==> src/rtl/secure_out_framer_pkg.sv <==
// Shared types and helpers for the secure output framer: FSM encoding,
// default header tag and the header word builder.
package secure_out_framer_pkg;

  typedef enum logic [1:0] {
    S_IDLE,
    S_HDR,
    S_DATA,
    S_CSUM
  } state_t;

  localparam logic [15:0] DEF_HDR_TAG = 16'hA55A;

  // Header layout: {tag, sequence number, payload word count}.
  function automatic logic [31:0] build_hdr(input logic [15:0] tag,
                                            input logic [7:0]  seq,
                                            input logic [7:0]  n);
    return {tag, seq, n};
  endfunction

endpackage

==> src/rtl/secure_out_framer_sync_fifo.sv <==
// Single-clock show-ahead FIFO with explicit occupancy count; the head word
// is visible on rdata with no read latency.
module sync_fifo #(
  parameter int WIDTH = 32,
  parameter int DEPTH = 8
) (
  input  logic                           clk,
  input  logic                           reset,
  input  logic                           push,
  input  logic                           pop,
  input  logic [WIDTH-1:0]               wdata,
  output logic [WIDTH-1:0]               rdata,
  output logic                           full,
  output logic                           empty,
  output logic [$clog2(DEPTH+1)-1:0]     level
);

  localparam int AW    = $clog2(DEPTH);
  localparam int LVL_W = $clog2(DEPTH+1);
  localparam logic [LVL_W-1:0] FULL_LVL = LVL_W'(DEPTH);

  logic [WIDTH-1:0] mem [DEPTH];
  logic [AW-1:0]    wptr;
  logic [AW-1:0]    rptr;
  logic             do_push;
  logic             do_pop;

  assign full    = (level == FULL_LVL);
  assign empty   = (level == '0);
  assign do_push = push & ~full;
  assign do_pop  = pop & ~empty;
  assign rdata   = mem[rptr];

  // NOTE: sequential state uses non-blocking assignments so every register
  // samples the values from before the edge, independent of statement order.
  always_ff @(posedge clk) begin
    if (!reset) begin
      wptr  <= '0;
      rptr  <= '0;
      level <= '0;
    end else begin
      if (do_push) wptr <= wptr + 1'b1;
      if (do_pop)  rptr <= rptr + 1'b1;
      case ({do_push, do_pop})
        2'b10:   level <= level + 1'b1;
        2'b01:   level <= level - 1'b1;
        default: level <= level;
      endcase
    end
  end

  // NOTE: storage is deliberately not reset; the pointers and level define
  // which entries are valid, and a resettable array costs a mux per bit.
  always_ff @(posedge clk) begin
    if (do_push) mem[wptr] <= wdata;
  end

endmodule

==> src/rtl/secure_out_framer.sv <==
// Buffers captured memory-output words and streams them to the host as
// framed packets: header, up to FRAME_LEN payload words, XOR checksum.
module secure_out_framer
  import secure_out_framer_pkg::*;
#(
  parameter int          DEPTH     = 8,
  parameter int          FRAME_LEN = 4,
  parameter logic [15:0] HDR_TAG   = DEF_HDR_TAG
) (
  input  logic                          clk,
  input  logic                          reset,
  input  logic                          cap_en,
  input  logic [31:0]                   cap_data,
  input  logic                          flush,
  output logic                          m_valid,
  input  logic                          m_ready,
  output logic [31:0]                   m_data,
  output logic                          m_last,
  output logic                          full,
  output logic                          empty,
  output logic [$clog2(DEPTH+1)-1:0]    level,
  output logic                          overflow
);

  localparam int LVL_W = $clog2(DEPTH+1);
  localparam logic [LVL_W-1:0] FRAME_LVL = LVL_W'(FRAME_LEN);
  localparam logic [7:0]       FRAME_N8  = 8'(FRAME_LEN);

  state_t      state;
  logic [7:0]  seq;
  logic [7:0]  n;
  logic [7:0]  cnt;
  logic [31:0] csum;
  logic [31:0] out_word;
  logic        flush_pend;

  logic        fifo_pop;
  logic [31:0] fifo_rdata;
  logic        start_frame;
  logic [7:0]  frame_n;
  logic [31:0] hdr_word;
  logic        beat;

  sync_fifo #(
    .WIDTH (32),
    .DEPTH (DEPTH)
  ) u_fifo (
    .clk   (clk),
    .reset (reset),
    .push  (cap_en),
    .pop   (fifo_pop),
    .wdata (cap_data),
    .rdata (fifo_rdata),
    .full  (full),
    .empty (empty),
    .level (level)
  );

  assign beat     = m_valid & m_ready;
  assign fifo_pop = beat && (state == S_DATA);
  assign hdr_word = build_hdr(HDR_TAG, seq, frame_n);

  // Payload comes straight from the FIFO head; header and checksum are held
  // in out_word, which is zero whenever no frame is in flight.
  assign m_data = (state == S_DATA) ? fifo_rdata : out_word;

  // NOTE: every signal written here gets a default first so no path leaves
  // it unassigned, which would otherwise infer a latch.
  always_comb begin
    start_frame = 1'b0;
    frame_n     = (level >= FRAME_LVL) ? FRAME_N8 : 8'(level);
    if (state == S_IDLE && (level >= FRAME_LVL || (flush_pend && level != '0)))
      start_frame = 1'b1;
  end

  always_ff @(posedge clk) begin
    if (!reset) begin
      state      <= S_IDLE;
      seq        <= '0;
      n          <= '0;
      cnt        <= '0;
      csum       <= '0;
      out_word   <= '0;
      m_valid    <= 1'b0;
      m_last     <= 1'b0;
      overflow   <= 1'b0;
      flush_pend <= 1'b0;
    end else begin
      // A full FIFO drops the word even if this cycle also pops.
      if (cap_en && full) overflow <= 1'b1;

      case (state)
        S_IDLE: begin
          if (start_frame) begin
            state      <= S_HDR;
            n          <= frame_n;
            cnt        <= '0;
            out_word   <= hdr_word;
            csum       <= hdr_word;
            m_valid    <= 1'b1;
            flush_pend <= 1'b0;
          end else if (level == '0) begin
            flush_pend <= 1'b0;
          end
        end
        S_HDR: begin
          if (m_ready) state <= S_DATA;
        end
        S_DATA: begin
          if (m_ready) begin
            csum <= csum ^ fifo_rdata;
            cnt  <= cnt + 8'd1;
            if (cnt == n - 8'd1) begin
              state    <= S_CSUM;
              out_word <= csum ^ fifo_rdata;
              m_last   <= 1'b1;
            end
          end
        end
        S_CSUM: begin
          if (m_ready) begin
            state    <= S_IDLE;
            seq      <= seq + 8'd1;
            out_word <= '0;
            m_valid  <= 1'b0;
            m_last   <= 1'b0;
          end
        end
        default: state <= S_IDLE;
      endcase

      // A new flush request always survives a same-cycle clear.
      if (flush) flush_pend <= 1'b1;
    end
  end

endmodule

==> config.mk <==
export PLATFORM = sky130hd
export DESIGN_NAME = secure_out_framer
export DESIGN_NICKNAME = d
export VERILOG_FILES = /design/src/rtl/secure_out_framer_pkg.sv /design/src/rtl/secure_out_framer_sync_fifo.sv /design/src/rtl/secure_out_framer.sv
export SDC_FILE = /design/constraint.sdc
export NUM_CORES = 1
export LEC_CHECK = 0
export BUFFER_PORTS_ARGS = -buffer_cell sky130_fd_sc_hd__buf_4
export CELL_PAD_IN_SITES_DETAIL_PLACEMENT = 1
export CELL_PAD_IN_SITES_GLOBAL_PLACEMENT = 2
export CORE_MARGIN = 2
export CORE_UTILIZATION = 39
export DETAILED_ROUTE_END_ITERATION = 10
export PLACE_DENSITY = 0.82
export SYNTH_ARGS = -nofsm -noshare
export SYNTH_HDL_FRONTEND = slang
export SYNTH_SLANG_ARGS = --single-unit
export TNS_END_PERCENT = 10
==> constraint.sdc <==
create_clock -name clk -period 4.1 [get_ports clk]
set_input_delay 0.41 -clock clk [delete_from_list [all_inputs] [get_ports clk]]
set_output_delay 0.41 -clock clk [all_outputs]
set_load 0.005 [all_outputs]
==> results of run 1 <==
-- power by group --
part | leakage, nW | switching (W) | internal (W)
logic | 2.15 | 0.00118 | 0.000697
registers | 3.16 | 0.000130 | 0.00409
clock network | 0.593 | 0.00139 | 0.00196
-- cell usage in the layout, fill, tap and decap left out, drive strengths merged, types with 13 or more instances in the layout --
cell and instances:
nand2 44, dfxtp 103, nor3 34, mux2i 94, mux2 47, nor2 97
nor4 15, xnor2 18, or3 21, edfxtp 256, clkbuf 57, a41o 14
xor2 17, a21o 13, ha 15, a31oi 25, o21ai 54, buf 107
a21oi 54, inv 14, o22ai 59
-- final timing paths --
kind	startpoint	endpoint	slack, ns	cells past startpoint
hold / removal	flush	flush_pend	0.1	3
setup reg to reg	state[0]	u_fifo.level[3]	0.96	11
setup / recovery	state[0]	m_data[1]	0.48	8
hold reg to reg	out_word[2]	out_word[2]	0.46	2
-- metal layers --
| metal | part of all wire [%] | vias up | track usage, % |
|---|---|---|---|
| met3 | 4.2 | 67 | 3.09 |
| met1 | 44 | 5100 | 25.7 |
| met2 | 49 | 226 | 34.8 |
| li1 | - | 4694 | - |
| met4 | 2.6 | 0 | 6.01 |
| met5 | 0 | - | 0 |
-- cell type report --
| class | instances | area share [%] |
|---|---|---|
| antenna | 1 | 0.0142 |
| clock buffer | 57 | 6.39 |
| clock inverter | 13 | 0.461 |
| inverter | 14 | 0.298 |
| multi-input combinational | 736 | 29.2 |
| sequential | 359 | 55.3 |
| tap | 518 | 3.68 |
| timing repair buffer | 107 | 4.63 |
-- worst max-delay path: stages, from the launching register on --
cell and delay [ns]:
dfxtp_1 0.35, inv_1 0.16, ha_4 0.35, buf_4 0.60, inv_2 0.07, buf_4 0.36
nor3_1 0.38, nor2_1 0.14, buf_4 0.16
-- registers in the layout (all words and copies together) (netlist names), named ones only --
| register | cells |
|---|---|
| u_fifo.mem | 256 |
| u_fifo.rptr | 3 |
| state | 2 |
| flush_pend | 1 |
| cnt | 8 |
| seq | 8 |
| csum | 32 |
| m_last | 1 |
| out_word | 32 |
| n | 4 |
| m_valid | 1 |
| u_fifo.wptr | 3 |
| overflow | 1 |
| u_fifo.level | 4 |
-- cells in the mapped netlist, drive strengths merged, types with 2 or more instances --
library cell / n
edfxtp: 256
dfxtp: 103
nor2: 97
mux2i: 94
o22ai: 59
a21oi: 54
o21ai: 54
mux2: 47
nand2: 44
clkbuf: 43
nor3: 34
buf: 33
a31oi: 25
or3: 21
xnor2: 18
xor2: 17
ha: 15
nor4: 15
a41o: 14
inv: 14
a21o: 13
a221oi: 12
o21a: 12
a211oi: 11
nand2b: 10
nand4: 10
nor2b: 10
and3: 8
o311ai: 8
nand3: 7
a211o: 4
o31ai: 4
o41ai: 4
and2: 3
a22oi: 2
a31o: 2
-- through the flow --
step / cells / power, W / util (%) / setup WS, ns
floorplan: 1185 / 0.00533 / - / 0.348
global placement: 1734 / 0.00611 / 42.6 / 1.09
detailed placement: 1734 / 0.00618 / 42.6 / 0.999
CTS: 1804 / 0.00953 / 45.7 / 0.468
global route: 1804 / 0.00983 / 45.7 / 0.318
finish: 1805 / 0.00945 / 45.7 / 0.484
-- cell families (layout without fill, tap and decap cells) --
kind of cell | count (synthesis) | after routing | synth area share, %
mux | 141 | 141 | 9.66
other cells | 0 | 1 | 0
compound gates | 281 | 281 | 11.9
fa+ha+maj | 16 | 16 | 1.37
buf+inv | 90 | 191 | 2.63
simple gates | 263 | 263 | 8.32
flops | 359 | 359 | 64.1
xor+xnor | 35 | 35 | 2.01
==> impl_results.md, run 1 <==
* Max-Cap Viols at 0
* Drt pass-1 iters at 5
* Fmax at 277 MHz
* Max Root-Sink Buffers at 3
* Slew Viols, Final at 0
* Clk_skew at 0.0167 ns
* WL final at approximately 40000 microns
* Post-CTS sizing at 0
* Post-synthesis net count at about 1200
* Synth warn at 0
* Antenna-violating nets left at 0
* Core Area at approximately 39000 sq um
* Critical path type: register to output port
* Die area at a little over 40000 sq um
* Vias at 10100
* Avg WL per Cell at 22.4 microns
* Floorplan row count at 72
* Worst path arrival time at 3.21 ns
* Final setup TNS at 0 ns
* Clock Sinks at 359
* Status: finished, final reports clean
* Setup Fix Bufs, Post-CTS at 0
* Port Buf Inserts at 77
* Worst-Margin Slew at around 0.81 ns
* Fill cell count at 4055
* Tmin final at 3.62 ns
* CP Launch Type: register
* Setup violation total in the final timing report at 0
* Post-synth design cell area at 15200 sq um
* Area of the multi-input gates at 5140 sq um
* Root Buffer: clkbuf_16
* Reg area at 9760 sq um
* Die W at 202 microns
* Unique cell type count in the Yosys netlist at 52
* Routability-driven placement congestion ratio at approximately 0.74
* Initial antenna violation count at 1
* Area Overhead vs Synth at 15.9%
* Sequential-to-total area share from yosys stat at between 60% and 70%
* Worst-Skew Late Latency at 0.54 ns
* Layout cell share with drive strength beyond 1 at 17.5%
* Largest fanout on the critical path at 62
* Post-Layout Inst Area at 17600 sq um
* DR vias/cell at 5.59
* Initial core utilization at 39.5%
* 1st-iter DRT viols at 543
* IO Pins at just under 80
* Yosys top cell by area: edfxtp_1
* CTS tree: done
* Pin count of the biggest net entering global routing at 63
* Clock transition at the registers of the reported paths at around 0.06 ns
* Fin Hold WS at 0.0963 ns
* Crit. End Element: output port
* Hold WC Path Type: input port to register
* Synthesized instance count at 1185
* First-pass GRT wire length at approximately 62000 microns
* Total gr overflow at 0
* Number of synthesized flops with an enable pin at 256
* Top cell type's share of synthesized area at 50.5%
* Vias in the first global route at between 10000 and 15000
* Max VDD drop at 0.244 mV
* Leakage power at 5.91 nW
* #FFs+latches synth at 359
* Fin. Hold Viols at 0
* Placed Area at 16400 sq um
* Synthesized area per cell at roughly 13 sq um
* Hold buffer count at cts at 0
* DIE HEIGHT at between 200 and 250 microns
* Worst EP required at 3.69 ns
* DRC viols at 0
* Top FF cell, synth: edfxtp_1
* Final period utilization at 88.2%
* Pwr Density at 536 nW/um^2
* H-tree levels at 2
* Unrepaired setup endpoints after global routing: no
* Post-synth ARST share at 0%
* Fin nets at roughly 1300
* Relative slew slack at 45.3%
* DPL Wire Length at around 24000 microns
* GRT Total Usage at 20.0%
* Num CTS Buffers at 39
* Synth area leaders: edfxtp_1 51%, dfxtp_1 14%, mux2i_1 6.2%, mux2_2 3.5%, o22ai_1 2.4%
No activity file was read; power rests on OpenSTA's default activity.
==> run 2, diff against run 1 <==
- CORE_ASPECT_RATIO: not set -> 0.5
==> run 2 against run 1 <==
Total power decreased by 2.3%. Non-clock buffer count increased by 2. Global-route usage rose by 1.4 points. Register-to-register slack got worse by 0.33 ns. Sequential power is essentially flat. Core utilization shrank 0.31 points. Die area is 0.24% higher. Cell count increased by 0.50%. Largest power group unchanged.
==> impl_results.md, run 2 (synthesis results as in run 1) <==
* Die W at about 280 microns
* Vias at 10300
* Max Root-Sink Buffers at 3
* Worst-Skew Late Latency at roughly 0.55 ns
* Initial core utilization at between 30% and 40%
* Worst-Margin Slew at 0.999 ns
* Status: finished, final reports clean
* Port Buf Inserts at 77
* Final WS setup at 0.333 ns
* Tmin final at 3.77 ns
* Layout cell share with drive strength beyond 1 at 17.4%
* Setup Fix Bufs, Post-CTS at 0
* DPL Wire Length at 27700 microns
* Pre-CTS setup slack at 0.688 ns
* Fin. Hold Viols at 0
* Post-Layout Inst Area at around 18000 sq um
* R2R Setup Slk at 0.63 ns
* Max Used Layer: met4
* Critical Path Most Common Cell: buf_4
* Most frequent cells in the layout: 256 x edfxtp_1, 109 x buf_4, 101 x dfxtp_1
* Metal3 WL at 2830 microns
* CTS tree: done
* Reg2Reg Depth at 11
* Finished Core Util at 45.4%
* Max-Cap Viols at 0
* Hold buffer count at cts at 0
* Largest register by flop count: u_fifo.mem
* Most common library cell in the layout ignoring fill and taps: edfxtp_1
* GRT Total Usage at 21.3%
* Hold path startpoint: flush
* Largest fanout on the critical path at 62
* IO Pins at 78
* Final period utilization at 91.9%
* Regs by FF count: u_fifo.mem: 256 flops, csum: 32 flops, out_word: 32 flops
* Initial antenna violation count at 0
* Max VDD drop at around 0.23 mV
* Root Buffer: clkbuf_16
* Critical-path top delay cell: buf_4
* Leakage power at 5.87 nW
* Top delay family on crit path: buffers and inverters
* M1 wire length at 19800 microns
* Fmax at 265 MHz
* Unrepaired setup endpoints after global routing: no
* Num CTS Buffers at 36
* Worst path arrival time at around 3.4 ns
* CP max stage delay at approximately 0.62 ns
* DR vias/cell at around 5.7
* CP Launch Type: register
* Hold path depth at 3
* Crit path buf inv count at 5
* WL met2 at between 20000 and 25000 microns
* Floorplan row count at slightly above 50
* Crit. End Element: output port
* Area Overhead vs Synth at 15.4%
* Drt pass-1 iters at 4
* Post-CTS sizing at 0
* Placed Area at 16400 sq um
* Hold WC Path Type: input port to register
* Critical path, cell by cell: inv_1 > ha_2 > buf_4 > inv_1 > buf_4 > nor3_1 > nor2_1 > buf_4
* R2r endpoint: u_fifo.level[3]
* Slew Viols, Final at 0
* Number of flip-flops in the largest register at 256
* DRC viols at 0
* Fill cell count at 4006
* Vias in the first global route at about 11000
* Fin nets at 1309
* Relative slew slack at roughly 33%
* Avg WL per Cell at roughly 24 microns
* Setup crit start: state[0]
* Antenna-violating nets left at 0
* 1st-iter DRT viols at ~790
* Worst EP required at 3.69 ns
* Reg2reg start: state[0]
* Setup violation total in the final timing report at 0
* Final setup TNS at 0 ns
* Pwr Density at ~530 nW/um^2
* Core Area at 38700 sq um
* Clock Sinks at 359
* DIE HEIGHT at ~140 microns
* Clock transition at the registers of the reported paths at approximately 0.070 ns
* Routability-driven placement congestion ratio at 0.822
* WL final at 43500 microns
* Pin count of the biggest net entering global routing at 63
* First-pass GRT wire length at about 65000 microns
* Total gr overflow at 0
* Min-Delay Endpoint: flush_pend
* Die area at around 41000 sq um
* Critical path type: register to output port
* Clk_skew at 0.0234 ns
* H-tree levels at 2
[run 2: cell types whose count changed in the layout (fill, tap and decap cells not counted), sizes merged]
cell	change
clkbuf	-11
buf	+2
clkinv	+6
[run 2: layer usage]
layer | vias to the layer above | global-route usage [%]
li1 | 4690 | -
met2 | 281 | 34.6
met4 | 0 | 5.46
met5 | - | 0
met3 | 55 | 4.76
met1 | 5262 | 29.1
[run 2: worst min-delay path, stage by stage]
cell and delay [ns]:
buf_4 0.08, a21oi_1 0.03, nor2_1 0.07
[run 2: area by class of cell]
type	instances	area [sq um]	area share [%]
Antenna cell	1	2.50	0.0143
Sequential cell	359	9750	55.5
Tap cell	530	663	3.78
Multi-Input combinational cell	736	5130	29.2
Timing Repair Buffer	109	818	4.66
Inverter	14	52.6	0.299
Clock buffer	46	990	5.64
Clock inverter	19	154	0.876
[run 2: stage by stage]
stage          hold WS, ns  std cells  total power, W
2_1_floorplan        0.432       1185         0.00533
3_3_place_gp         0.444       1748         0.00601
3_5_place_dp         0.462       1748         0.00610
4_1_cts             0.0593       1813         0.00930
5_1_grt             0.0835       1813         0.00962
6_report            0.0843       1814         0.00924
[run 2: how the worst max path moves through the flow]
stage | cells past startpoint | end
floorplan | 5 | u_fifo.mem[4][0]
global placement | 11 | u_fifo.level[3]
detailed placement | 11 | u_fifo.level[3]
CTS | 8 | m_data[4]
global route | 8 | m_data[28]
finish | 8 | m_data[4]
[run 2: power breakdown]
part	internal [W]	switching (W)	total, W
clock	0.00179	0.00143	0.00322
sequential	0.00409	0.000124	0.00422
combinational	0.000660	0.00114	0.00180
